### config.mk
export PLATFORM = sky130hd
export DESIGN_NAME = counter_param
export DESIGN_NICKNAME = d
export VERILOG_FILES = /design/src/rtl/counter_param.sv
export SDC_FILE = /design/constraint.sdc
export NUM_CORES = 1
export LEC_CHECK = 0
export BUFFER_PORTS_ARGS = -buffer_cell sky130_fd_sc_hd__buf_4
export CAP_MARGIN = 40
export CORE_UTILIZATION = 35
export CTS_CLUSTER_DIAMETER = 40
export DETAILED_ROUTE_END_ITERATION = 12
export GPL_ROUTABILITY_DRIVEN = 0
export GPL_TIMING_DRIVEN = 0
export MAX_ROUTING_LAYER = met4
export PLACE_DENSITY = 0.61
export SKIP_CTS_REPAIR_TIMING = 1
export SYNTH_ARGS = -nofsm -noshare
export SYNTH_HDL_FRONTEND = slang
export SYNTH_SLANG_ARGS = --single-unit
### constraint.sdc
create_clock -name clk -period 2.6 [get_ports clk]
set_input_delay 0.13 -clock clk [delete_from_list [all_inputs] [get_ports clk]]
set_output_delay 0.13 -clock clk [all_outputs]
set_load 0.05 [all_outputs]
### src/rtl/counter_param.sv
// Parametrised up/down counter with run-time modulus, load, clear, wrap/saturate
// mode, terminal-count pulse, compare match and sticky overflow flag.
module counter_param #(
    parameter int               WIDTH     = 32,
    parameter int               SATURATE  = 0,
    parameter logic [WIDTH-1:0] RESET_VAL = '0
) (
    input  logic             clk,
    input  logic             reset,
    input  logic             en,
    input  logic             up_down,
    input  logic             clear,
    input  logic             load,
    input  logic [WIDTH-1:0] load_val,
    input  logic [WIDTH-1:0] limit,
    input  logic [WIDTH-1:0] compare,
    input  logic             ovf_clr,
    output logic [WIDTH-1:0] count,
    output logic             tc,
    output logic             match,
    output logic             overflow
);

    localparam bit SAT = (SATURATE != 0);

    logic [WIDTH-1:0] count_nxt;
    logic             bound_up;
    logic             bound_dn;
    logic             bound;
    logic             ovf_nxt;

    // ">=" rather than "==" so a loaded value above limit still hits the bound
    assign bound_up = (count >= limit);
    assign bound_dn = (count == '0);

    always_comb begin
        count_nxt = count;
        bound     = 1'b0;
        if (clear) begin
            count_nxt = '0;
        end else if (load) begin
            count_nxt = load_val;
        end else if (en) begin
            if (up_down) begin
                if (bound_up) begin
                    bound     = 1'b1;
                    count_nxt = SAT ? limit : '0;
                end else begin
                    count_nxt = count + WIDTH'(1);
                end
            end else begin
                if (bound_dn) begin
                    bound     = 1'b1;
                    count_nxt = SAT ? '0 : limit;
                end else begin
                    count_nxt = count - WIDTH'(1);
                end
            end
        end
    end

    // a bound event on the same edge as ovf_clr wins
    assign ovf_nxt = bound | (overflow & ~ovf_clr);

    always_ff @(posedge clk or posedge reset) begin
        if (reset) begin
            count    <= RESET_VAL;
            tc       <= 1'b0;
            overflow <= 1'b0;
        end else begin
            count    <= count_nxt;
            tc       <= bound;
            overflow <= ovf_nxt;
        end
    end

    assign match = (count == compare);

endmodule

# ---- Yosys cells after proc, flatten, opt, wreduce, memory -nomap -nowiden
# Index checks and enable logic that the tools add are counted.
dict set report word_totals {
  regBits 34
  input_bits 103
  wordCells 24
  out_inout_bits 35
}
dict set report op_classes {
  eq_ne 1
  n_lt_le_gt_ge 1
  muxes 12
  n_bitwise 3
  n_addsub 2
  n_reduce_logical 2
}
# cell count
set op_table {}
lappend op_table {{$mux 32} 6}
lappend op_table {{$add 32x1->32 const B} 1}
lappend op_table {{$eq 32x32->1} 1}
lappend op_table {{$ge 32x32->1} 1}
lappend op_table {{$logic_not 32->1} 1}
lappend op_table {{$sub 32x1->32 const B} 1}
lappend op_table {{$mux 1} 6}
lappend op_table {{$reduce_bool 3->1} 1}
lappend op_table {{$and 1x1->1} 1}
lappend op_table {{$not 1->1} 1}
lappend op_table {{$or 1x1->1} 1}

# ---- Logic depth before layout (Yosys ltp)
# Gate-level depths: netlist (run 1).
dict set report logic_depth {
  depth_word 7
  depth_mapped 12
  mapped_depth_nobuf 9
}

# ---- Least setup slack after synthesis (run 1)
# No wires, ideal clock.
dict set report synth_path {
  kind {reg-to-reg}
  startpoint {register count[0]}
  endpoint {register count[2]}
  n_path_buf 2
  t_required_ns 2.474
  path_stages_with_launch 12
  setup_ns 0.126
  t_arrival_ns 2.920
  synth_period_minus_slack_ns 3.046
  setup_slack_ns -0.446
  cell_sequence {dfrtp_1 buf_4 inv_1 ha_1 nor2b_1 o21ai_0 a41oi_1 o41ai_1 a211o_1 clkbuf_1 a211oi_1 a221o_1}
}
dict set report synth_via {
  elab_chain_len 6
  word_cells_on_any_way 10
  cone_classes {add/sub (2); order compare (1); mux (6); reduce/logical (1)}
}
# element line_no
set synth_lines {}
lappend synth_lines {{from (decl)} 18} ;# output logic [WIDTH-1:0] count,
lappend synth_lines {{from (signal assigned)} 71} ;# count <= count_nxt;
lappend synth_lines {{$sub 32x1->32, or another cell as far along} 56} ;# count_nxt = count - WIDTH'(1);
lappend synth_lines {{$mux 32 (on tied branches)} {52, 45}}
lappend synth_lines {{$mux 32 (*)} 44} ;# if (up_down) begin
lappend synth_lines {{$mux 32 (*)} 43} ;# end else if (en) begin
lappend synth_lines {{$mux 32 (*)} 41} ;# end else if (load) begin
lappend synth_lines {{$mux 32 (*)} 39} ;# if (clear) begin
# Mark *: on every way between the ends. The rest lies on a longest branch, timed or not. The select of a mux whose other input is x is not followed.
# A chain may end at the register's enable or synchronous reset.

# ---- Worst setup path after layout (run 1)
dict set report layout_path {
  startpoint {register count[23]}
  endpoint {register count[14]}
}
dict set report layout_via {
  elab_chain_len 6
  word_cells_on_any_way 8
  cone_classes {order compare (1); mux (6); reduce/logical (1)}
}
# element line_no
set layout_lines {}
lappend layout_lines {{$ge 32x32->1 or $logic_not 32->1 (tied branches)} {33, 34}}
lappend layout_lines {{$mux 32 (on tied branches)} {45, 52}}
lappend layout_lines {{$mux 32 (*)} 44}
lappend layout_lines {{$mux 32 (*)} 43}
lappend layout_lines {{$mux 32 (*)} 41}
lappend layout_lines {{$mux 32 (*)} 39}
# Marked as above.

==> impl_metrics.tcl, run 1 <==
set metrics [dict create \
    status "complete, but fails checks" \
    violations "design-rule violations, negative setup slack" \
    finalHoldViolations 0 \
    timing.final.crit_share_pct 109 \
    drt-vias-per-instance 6.21 \
    ys_async_sr_fraction_pct 100 \
    finClkSkew_ns 0.0134 \
    synthesis.nets 760 \
    clock_power_share_pct 24.7 \
    die_w_microns 117 \
    setup_slack_ns -0.246 \
    numCtsBuffers 5 \
    wl_per_cell_microns 21.8 \
    crit_fanout 7 \
    clockBufferDepth 2 \
    avgSynthCellArea_sq_um 7.49 \
    netlist_instances 622 \
    io_pins 138 \
    clk_latency_ns 0.30 \
    power.internal_mw 1.52 \
    ant_nets 0 \
    final_layout_size_suffix_gt1_share_pct 42.4 \
    net-switching-power_mw 1.11 \
    rr_worst_depth 12 \
    swShare_pct 42.3 \
    root_buffer "clkbuf_16" \
    nets 968 \
    p_per_area_nw_per_um2 363 \
    grt_pass1_vias 5603 \
    reg2reg_to "count[14]$_DFFE_PP0P_" \
    core_area_sq_um 12800 \
    cts_htree_levels 2 \
    min_path_cells 2 \
    synth.cell_area_sq_um 4660 \
    cts_tree "done" \
    ys_ff_latch 34 \
    ys_seq_area_share_pct 18.3 \
    crit_type "reg2reg" \
    whs_endpoint "count[10]$_DFFE_PP0P_" \
    tightest_slew_ns 0.837 \
    arrival_ns 3.07 \
    synthFlopType "dfrtp_1" \
    path_clk_slew_ns 0.07 \
    portBuffers 135 \
    cp-end-kind "flop" \
    drt-pass1-iter-count 10 \
    dpl.hpwl_microns 15400 \
    grt_pass1_wl_microns 31300 \
    drv_slew 0 \
    combPwrFrac_pct 51.4 \
    rows 41 \
    dieArea_sq_um 13800 \
    start_kind "flop" \
    dp_slack_ns -0.946 \
    p_leak_nw 3.29 \
    max_slew_margin_pct 44.2 \
    final_util_pct 56.8 \
    setup_tns_ns -4.07 \
    dieHeight_microns 117 \
    grt_max_degree 35 \
    antenna_found_initial 1 \
    yosys.cell_types.count 66 \
    ys_warn_count 0 \
    globalRouteOverflowTotal 0 \
    drt-initial-drc-count 807 \
    fillers 1149 \
    rrSetupSlack_ns -0.25 \
    p_seq_share_pct 23.9 \
    hold_path_class "in2reg" \
    synth_edf_count 0 \
    whs_ns 0.0622 \
    drt-total-wl_microns 21900 \
    fin_crit_ns 2.85 \
    via_count 6234 \
    grt.total_usage_pct 30.0 \
    drcViolationCount 2 \
    hp-start "load_val[10]" \
    start_util_pct 36.5 \
    peakVddDrop_v 0.000289 \
    reg2reg_from "count[23]$_DFFE_PP0P_" \
    fmax_ghz 0.351 \
    max_cap_violations 0 \
    clock_sinks 34 \
    finalSetupViolations 30 \
    rsz0062_at_grt "true" \
    cp.required_ns 2.82 \
    area_growth_pct 55.7 \
]
[cell usage after synthesis (6+ instances only)]
| library cell | number | area share [%] |
|---|---|---|
| a21oi_1 | 54 | 5.8 |
| o21ai_0 | 29 | 3.1 |
| or3_1 | 10 | 1.3 |
| nor2_1 | 34 | 2.7 |
| nand4_1 | 18 | 2.4 |
| nand3_1 | 15 | 1.6 |
| xnor2_1 | 10 | 1.9 |
| inv_1 | 46 | 3.7 |
| a221oi_1 | 6 | 1.1 |
| o22ai_1 | 11 | 1.5 |
| a211oi_1 | 11 | 1.8 |
| nor4_1 | 23 | 3.1 |
| o31ai_1 | 10 | 1.6 |
| xor2_1 | 37 | 7.0 |
| nor3_1 | 24 | 2.6 |
| ha_1 | 35 | 9.4 |
| clkbuf_1 | 30 | 2.4 |
| a22oi_1 | 19 | 3.1 |
| nand2_1 | 37 | 3.0 |
| o21ai_1 | 7 | 0.75 |
| and3_1 | 12 | 1.6 |
| dfrtp_1 | 34 | 18 |
| a221o_1 | 8 | 1.7 |
| buf_2 | 13 | 1.4 |
[through the flow]
stage	instances	area (sq um)	total power, mW
floorplan	622	4750	1.32
global placement	929	5980	1.71
detailed placement	933	6020	1.73
CTS	941	6170	2.37
global route	1004	7250	2.73
finish	1004	7250	2.63
[worst max-delay path, stage by stage, from the launching register on]
cell     delay, ns
dfrtp_2       0.42
buf_8         0.13
or4_4         0.55
or4_4         0.55
buf_12        0.16
nor2_4        0.13
buf_8         0.15
buf_12        0.13
buf_4         0.13
nor3_1        0.05
a21oi_1       0.15
o21ai_1       0.10
o21ai_1       0.12
[registers in the layout, summed over array words and instances (netlist names)]
register	count
count	32
tc	1
overflow	1
[cells in the final DEF, fill, tap and decap left out, types with 15 or more instances in the layout]
master and count:
a21oi_1 45, inv_1 44, dfrtp_2 23, nor2_1 31
a22oi_1 19, buf_4 192, ha_1 31, clkbuf_1 21
buf_6 15, nor3_1 20, nand4_1 18, o21ai_1 18
xor2_1 37, nand2_1 36, o21ai_0 16
[kinds of logic (layout without fill, tap and decap cells)]
group	Yosys count	count (layout)	synth area share (%)
simple gates	205	205	24.4
compound gates	199	199	29.1
buf+inv	102	311	9.99
xor+xnor	47	47	8.84
fa+ha+maj	35	35	9.40
flops	34	34	18.3
other cells	0	1	0
[area by class of cell]
class	instances	area, sq um	share of cell area (%)
Sequential cell	34	880	12.1
Clock buffer	7	143	1.97
Buffer	54	397	5.47
Clock inverter	1	5.00	0.0690
Inverter	46	175	2.42
Timing Repair Buffer	203	1590	22.0
Tap cell	172	215	2.97
Multi-Input combinational cell	486	3840	53.0
Antenna cell	1	2.50	0.0345
[power groups by stage]
| stage | Combinational [mW] | Sequential [mW] | Clock [mW] |
|---|---|---|---|
| after floorplan | 0.567 | 0.750 | 0 |
| after global placement | 1.08 | 0.633 | 0 |
| after detailed placement | 1.09 | 0.635 | 0 |
| after CTS | 1.10 | 0.625 | 0.647 |
| after global routing | 1.43 | 0.636 | 0.672 |
| final | 1.35 | 0.630 | 0.649 |
[worst max-delay path by stage]
| stage | start | endpoint | slack, ns | depth (start not counted) |
|---|---|---|---|---|
| after CTS | count[0]$_DFFE_PP0P_ | count[2]$_DFFE_PP0P_ | -1.0 | 11 |
| final | count[23]$_DFFE_PP0P_ | count[14]$_DFFE_PP0P_ | -0.25 | 12 |
| after global placement | count[0]$_DFFE_PP0P_ | count[2]$_DFFE_PP0P_ | -0.99 | 11 |
| after global routing | count[23]$_DFFE_PP0P_ | count[24]$_DFFE_PP0P_ | -0.31 | 11 |
| after detailed placement | count[0]$_DFFE_PP0P_ | count[2]$_DFFE_PP0P_ | -0.95 | 11 |
| after floorplan | count[21]$_DFFE_PP0P_ | count[24]$_DFFE_PP0P_ | -0.1 | 12 |
[metal layers]
metal | global-route usage, % | routed length, microns | share of wire [%] | up-vias
li1 | - | - | - | 2760
met2 | 44.6 | 9760 | 45 | 487
met4 | 12.6 | 1080 | 5.0 | 0
met3 | 5.54 | 2640 | 12 | 84
met1 | 39.6 | 8400 | 38 | 2903
met5 | - | 0 | 0 | -
(Power assumes the default switching activity.)
==> inputs of run 2 (changes only) <==
Settings changed: PLACE_DENSITY 0.61 to 0.7.
==> impl_metrics.tcl, run 2 (synthesis results as in run 1) <==
set metrics [dict create \
    cts_tree "done" \
    fin_crit_ns 2.88 \
    placedInstanceArea_sq_um 6010 \
    hold_path_class "in2reg" \
    grt_max_degree 33 \
    clockBufferDepth 2 \
    timing.final.crit_share_pct 111 \
    die_w_microns 117 \
    rows 41 \
    root_buffer "clkbuf_16" \
    peakVddDrop_v 0.000279 \
    globalRouteOverflowTotal 0 \
    cpLargestDelayFamily "simple AND/OR/NAND/NOR gates" \
    crit_fanout 7 \
    rrSetupSlack_ns -0.28 \
    largest_register_ffs 32 \
    core_area_sq_um 12800 \
    cts_htree_levels 2 \
    antenna_found_initial 0 \
    finalHoldViolations 0 \
    critPathBufInv 5 \
    max_slew_margin_pct 48.8 \
    use_met2_pct 41.2 \
    crit_type "reg2reg" \
    final_layout_size_suffix_gt1_share_pct 40.7 \
    design_area_sq_um 7170 \
    violations "negative setup slack" \
    drt-pass1-iter-count 6 \
    dpl.hpwl_microns 14600 \
    path_clk_slew_ns 0.06 \
    grt_pass1_wl_microns 28900 \
    drv_slew 0 \
    p_leak_nw 3.28 \
    clock_sinks 34 \
    use_met3_pct 4.62 \
    finClkSkew_ns 0.00650 \
    drt-vias-per-instance 6.32 \
    fmax_ghz 0.347 \
    finalSetupViolations 32 \
    crit_slowest_cell "or4_4" \
    setup_slack_ns -0.279 \
    cp-end-kind "flop" \
    drcViolationCount 0 \
    cp.required_ns 2.80 \
    arrival_ns 3.08 \
    nets 964 \
    final_util_pct 56.1 \
    dieHeight_microns 117 \
    drt-initial-drc-count 825 \
    status "complete, but fails checks" \
    io_pins 138 \
    rsz0062_at_grt "true" \
    via_count 6315 \
    tightest_slew_ns 0.768 \
    largest-register "count" \
    critPathMaxStageDelay_ns 0.55 \
    top_regs "count: 32 flops, overflow: 1 flops, tc: 1 flops" \
    grt.total_usage_pct 27.9 \
    crit_path_cell_trace "buf_8, or4_4, or4_4, buf_12, nor2_4, buf_8, buf_6, buf_6, o21ai_2, nand2_1, xnor2_1, o31ai_1" \
    portBuffers 135 \
    ant_nets 0 \
    dp_slack_ns -0.851 \
    start_kind "flop" \
    clk_latency_ns 0.30 \
    fillers 1178 \
    top_usage_layer "met2" \
    use_met1_pct 36.7 \
    wl_per_cell_microns 21.1 \
    antenna_cells 0 \
    drt-total-wl_microns 21100 \
    grt_pass1_vias 5283 \
    area_growth_pct 53.9 \
    dieArea_sq_um 13800 \
    start_util_pct 36.5 \
    p_per_area_nw_per_um2 369 \
    layout_common_cells "buf_4 (181), a21oi_1 (44), inv_1 (44), xor2_1 (37), nand2_1 (35)" \
    max_cap_violations 0 \
    numCtsBuffers 5 \
    final_common_cell "buf_4" \
    setup_tns_ns -5.00 \
]
-- run 2: cell type report --
type                            instances  area, sq um  share of cell area [%]
Clock buffer                            8          166                    2.32
Tap cell                              172          215                    3.00
Buffer                                 54          399                    5.57
Inverter                               46          176                    2.46
Timing Repair Buffer                  199         1590                    22.1
Sequential cell                        34          876                    12.2
Multi-Input combinational cell        486         3750                    52.3
-- run 2: final timing paths --
kind / startpoint / to / cells past startpoint
worst max-delay path: count[23]$_DFFE_PP0P_ / count[11]$_DFFE_PP0P_ / 12
worst min-delay path: load_val[2] / count[2]$_DFFE_PP0P_ / 2
worst max register to register: count[23]$_DFFE_PP0P_ / count[11]$_DFFE_PP0P_ / 12
worst min register to register: overflow$_DFF_PP0_ / overflow$_DFF_PP0_ / 1
max in group asynchronous: reset / count[11]$_DFFE_PP0P_ / 4
min in group asynchronous: reset / overflow$_DFF_PP0_ / 3
-- run 2: layer usage --
layer	vias up	routed length (microns)	share of wire, %
met5	-	0	0
met4	0	1260	6.0
met3	121	2540	12
met2	525	9020	43
met1	2914	8300	39
li1	2755	-	-
-- run 2: power by group --
group	switching, mW	internal [mW]	total [mW]
sequential	0.0554	0.571	0.626
combinational	0.775	0.546	1.32
clock	0.264	0.435	0.699
-- run 2: stage by stage --
| step | total power [mW] | cells | hold WS (ns) |
|---|---|---|---|
| 4_1_cts | 2.42 | 940 | -0.300 |
| 3_5_place_dp | 1.72 | 932 | 0.0108 |
| 5_1_grt | 2.74 | 999 | 0.0720 |
| 3_3_place_gp | 1.70 | 929 | 0.370 |
| 6_report | 2.65 | 999 | 0.0750 |
| 2_1_floorplan | 1.32 | 622 | 0.270 |
==> inputs of run 3 (changes only) <==
Clock period 2.6 ns to 2.4 ns, I/O delays scaled along.
==> impl_metrics.tcl, run 3 (synthesis results as in run 1) <==
set metrics [dict create \
    path_clk_slew_ns 0.07 \
    grt_max_degree 20 \
    drv_slew 0 \
    hold_path_class "in2reg" \
    grt_pass1_wl_microns 29700 \
    fillers 1196 \
    crit_fanout 6 \
    antenna_found_initial 0 \
    final_util_pct 54.3 \
    start_util_pct 36.5 \
    drt-initial-drc-count 865 \
    rsz0062_at_grt "true" \
    root_buffer "clkbuf_16" \
    core_area_sq_um 12800 \
    area_growth_pct 49.0 \
    final_cells 984 \
    finalSetupViolations 33 \
    largest_register_ffs 32 \
    cp.required_ns 2.56 \
    start_kind "flop" \
    whs_endpoint "count[2]$_DFFE_PP0P_" \
    cp-end-kind "flop" \
    peakVddDrop_v 0.000262 \
    tightest_slew_ns 0.997 \
    reg2reg_from "count[23]$_DFFE_PP0P_" \
    clockBufferDepth 2 \
    die_w_microns 117 \
    arrival_ns 3.06 \
    rr_worst_depth 10 \
    crit_slowest_cell "or4_4" \
    io_pins 138 \
    p_per_area_nw_per_um2 393 \
    clock_sinks 34 \
    fin_crit_ns 2.90 \
    hp-start "load_val[2]" \
    drt-pass1-iter-count 6 \
    final_common_cell "buf_4" \
    drt-vias-per-instance 6.20 \
    drcViolationCount 0 \
    largest-register "count" \
    cts_tree "done" \
    crit_type "reg2reg" \
    via_count 6099 \
    drt-total-wl_microns 21100 \
    max_cap_violations 0 \
    nets 950 \
    crit_path_cell_trace "buf_8, or4_4, or4_4, buf_12, buf_4, o21ai_4, buf_4, a211oi_1, a211oi_1, o22ai_1" \
    dieHeight_microns 117 \
    wl_per_cell_microns 21.4 \
    grt_pass1_vias 5405 \
    clk_latency_ns 0.29 \
    cts_htree_levels 2 \
    rrSetupSlack_ns -0.50 \
    setup_tns_ns -12.99 \
    dieArea_sq_um 13800 \
    grt.total_usage_pct 28.5 \
    dpl.hpwl_microns 14900 \
    antenna_cells 0 \
    top_regs "count: 32 flops, overflow: 1 flops, tc: 1 flops" \
    finClkSkew_ns 0.0109 \
    setup_slack_ns -0.502 \
    place_inst 932 \
    ant_nets 0 \
    violations "negative setup slack" \
    max_slew_margin_pct 33.5 \
    globalRouteOverflowTotal 0 \
    critPathMaxStageDelay_ns 0.56 \
    design_area_sq_um 6940 \
    final_layout_size_suffix_gt1_share_pct 37.4 \
    placedInstanceArea_sq_um 6050 \
    reg2reg_to "count[29]$_DFFE_PP0P_" \
    min_path_cells 2 \
    numCtsBuffers 5 \
    layout_common_cells "buf_4 (178), a21oi_1 (49), inv_1 (44), xor2_1 (37), nand2_1 (36)" \
    p_leak_nw 3.14 \
    fmax_ghz 0.345 \
    status "complete, but fails checks" \
    timing.final.crit_share_pct 121 \
    portBuffers 135 \
    rows 41 \
    finalHoldViolations 0 \
]
==> run 3: cell count changes in the layout (fill, tap and decap cells not counted), sizes merged <==
cell / delta
buf: -17
clkbuf: +2
==> run 3: cell type report <==
cell class,instances,area (sq um),area share [%]
plain buffers,55,362,5.21
clock buffers,7,133,1.91
inverters,46,176,2.54
multi-input cells,486,3720,53.5
flip-flops and latches,34,880,12.7
well taps,172,215,3.10
repair buffers,184,1460,21.0
==> run 3: worst max-delay path by stage <==
stage / end / from / depth (start not counted)
floorplan: count[24]$_DFFE_PP0P_ / count[21]$_DFFE_PP0P_ / 12
global placement: count[2]$_DFFE_PP0P_ / count[0]$_DFFE_PP0P_ / 11
detailed placement: count[6]$_DFFE_PP0P_ / count[0]$_DFFE_PP0P_ / 11
CTS: count[2]$_DFFE_PP0P_ / count[0]$_DFFE_PP0P_ / 11
global route: count[21]$_DFFE_PP0P_ / count[23]$_DFFE_PP0P_ / 11
finish: count[29]$_DFFE_PP0P_ / count[23]$_DFFE_PP0P_ / 10
==> run 3: stage by stage <==
step / setup slack (ns) / power, mW / hold WS [ns]
after global placement: -0.704 / 1.85 / 0.359
after CTS: -0.703 / 2.53 / -0.134
after global routing: -0.528 / 2.82 / 0.0729
after floorplan: -0.295 / 1.43 / 0.260
final: -0.502 / 2.73 / 0.0653
after detailed placement: -0.699 / 1.87 / 0.165
==> run 3: report_power, final <==
| group | internal [mW] | switching [mW] |
|---|---|---|
| sequential | 0.619 | 0.0625 |
| combinational | 0.566 | 0.821 |
| clock | 0.381 | 0.277 |
| total | 1.57 | 1.16 |
==> run 3: per-layer routing <==
layer	global-route usage (%)	part of all wire [%]
met1	37.3	40
met2	41.3	44
met3	5.89	11
met4	14.2	4.6
met5	-	0
==> run 3: critical path, delay by kind of cell, from the launching register on <==
family,cells,cell delay (ns)
and+or+nand+nor,2,1.12
AOI/OAI and AO/OA,4,0.62
DFF,1,0.43
buffers and inverters,4,0.61
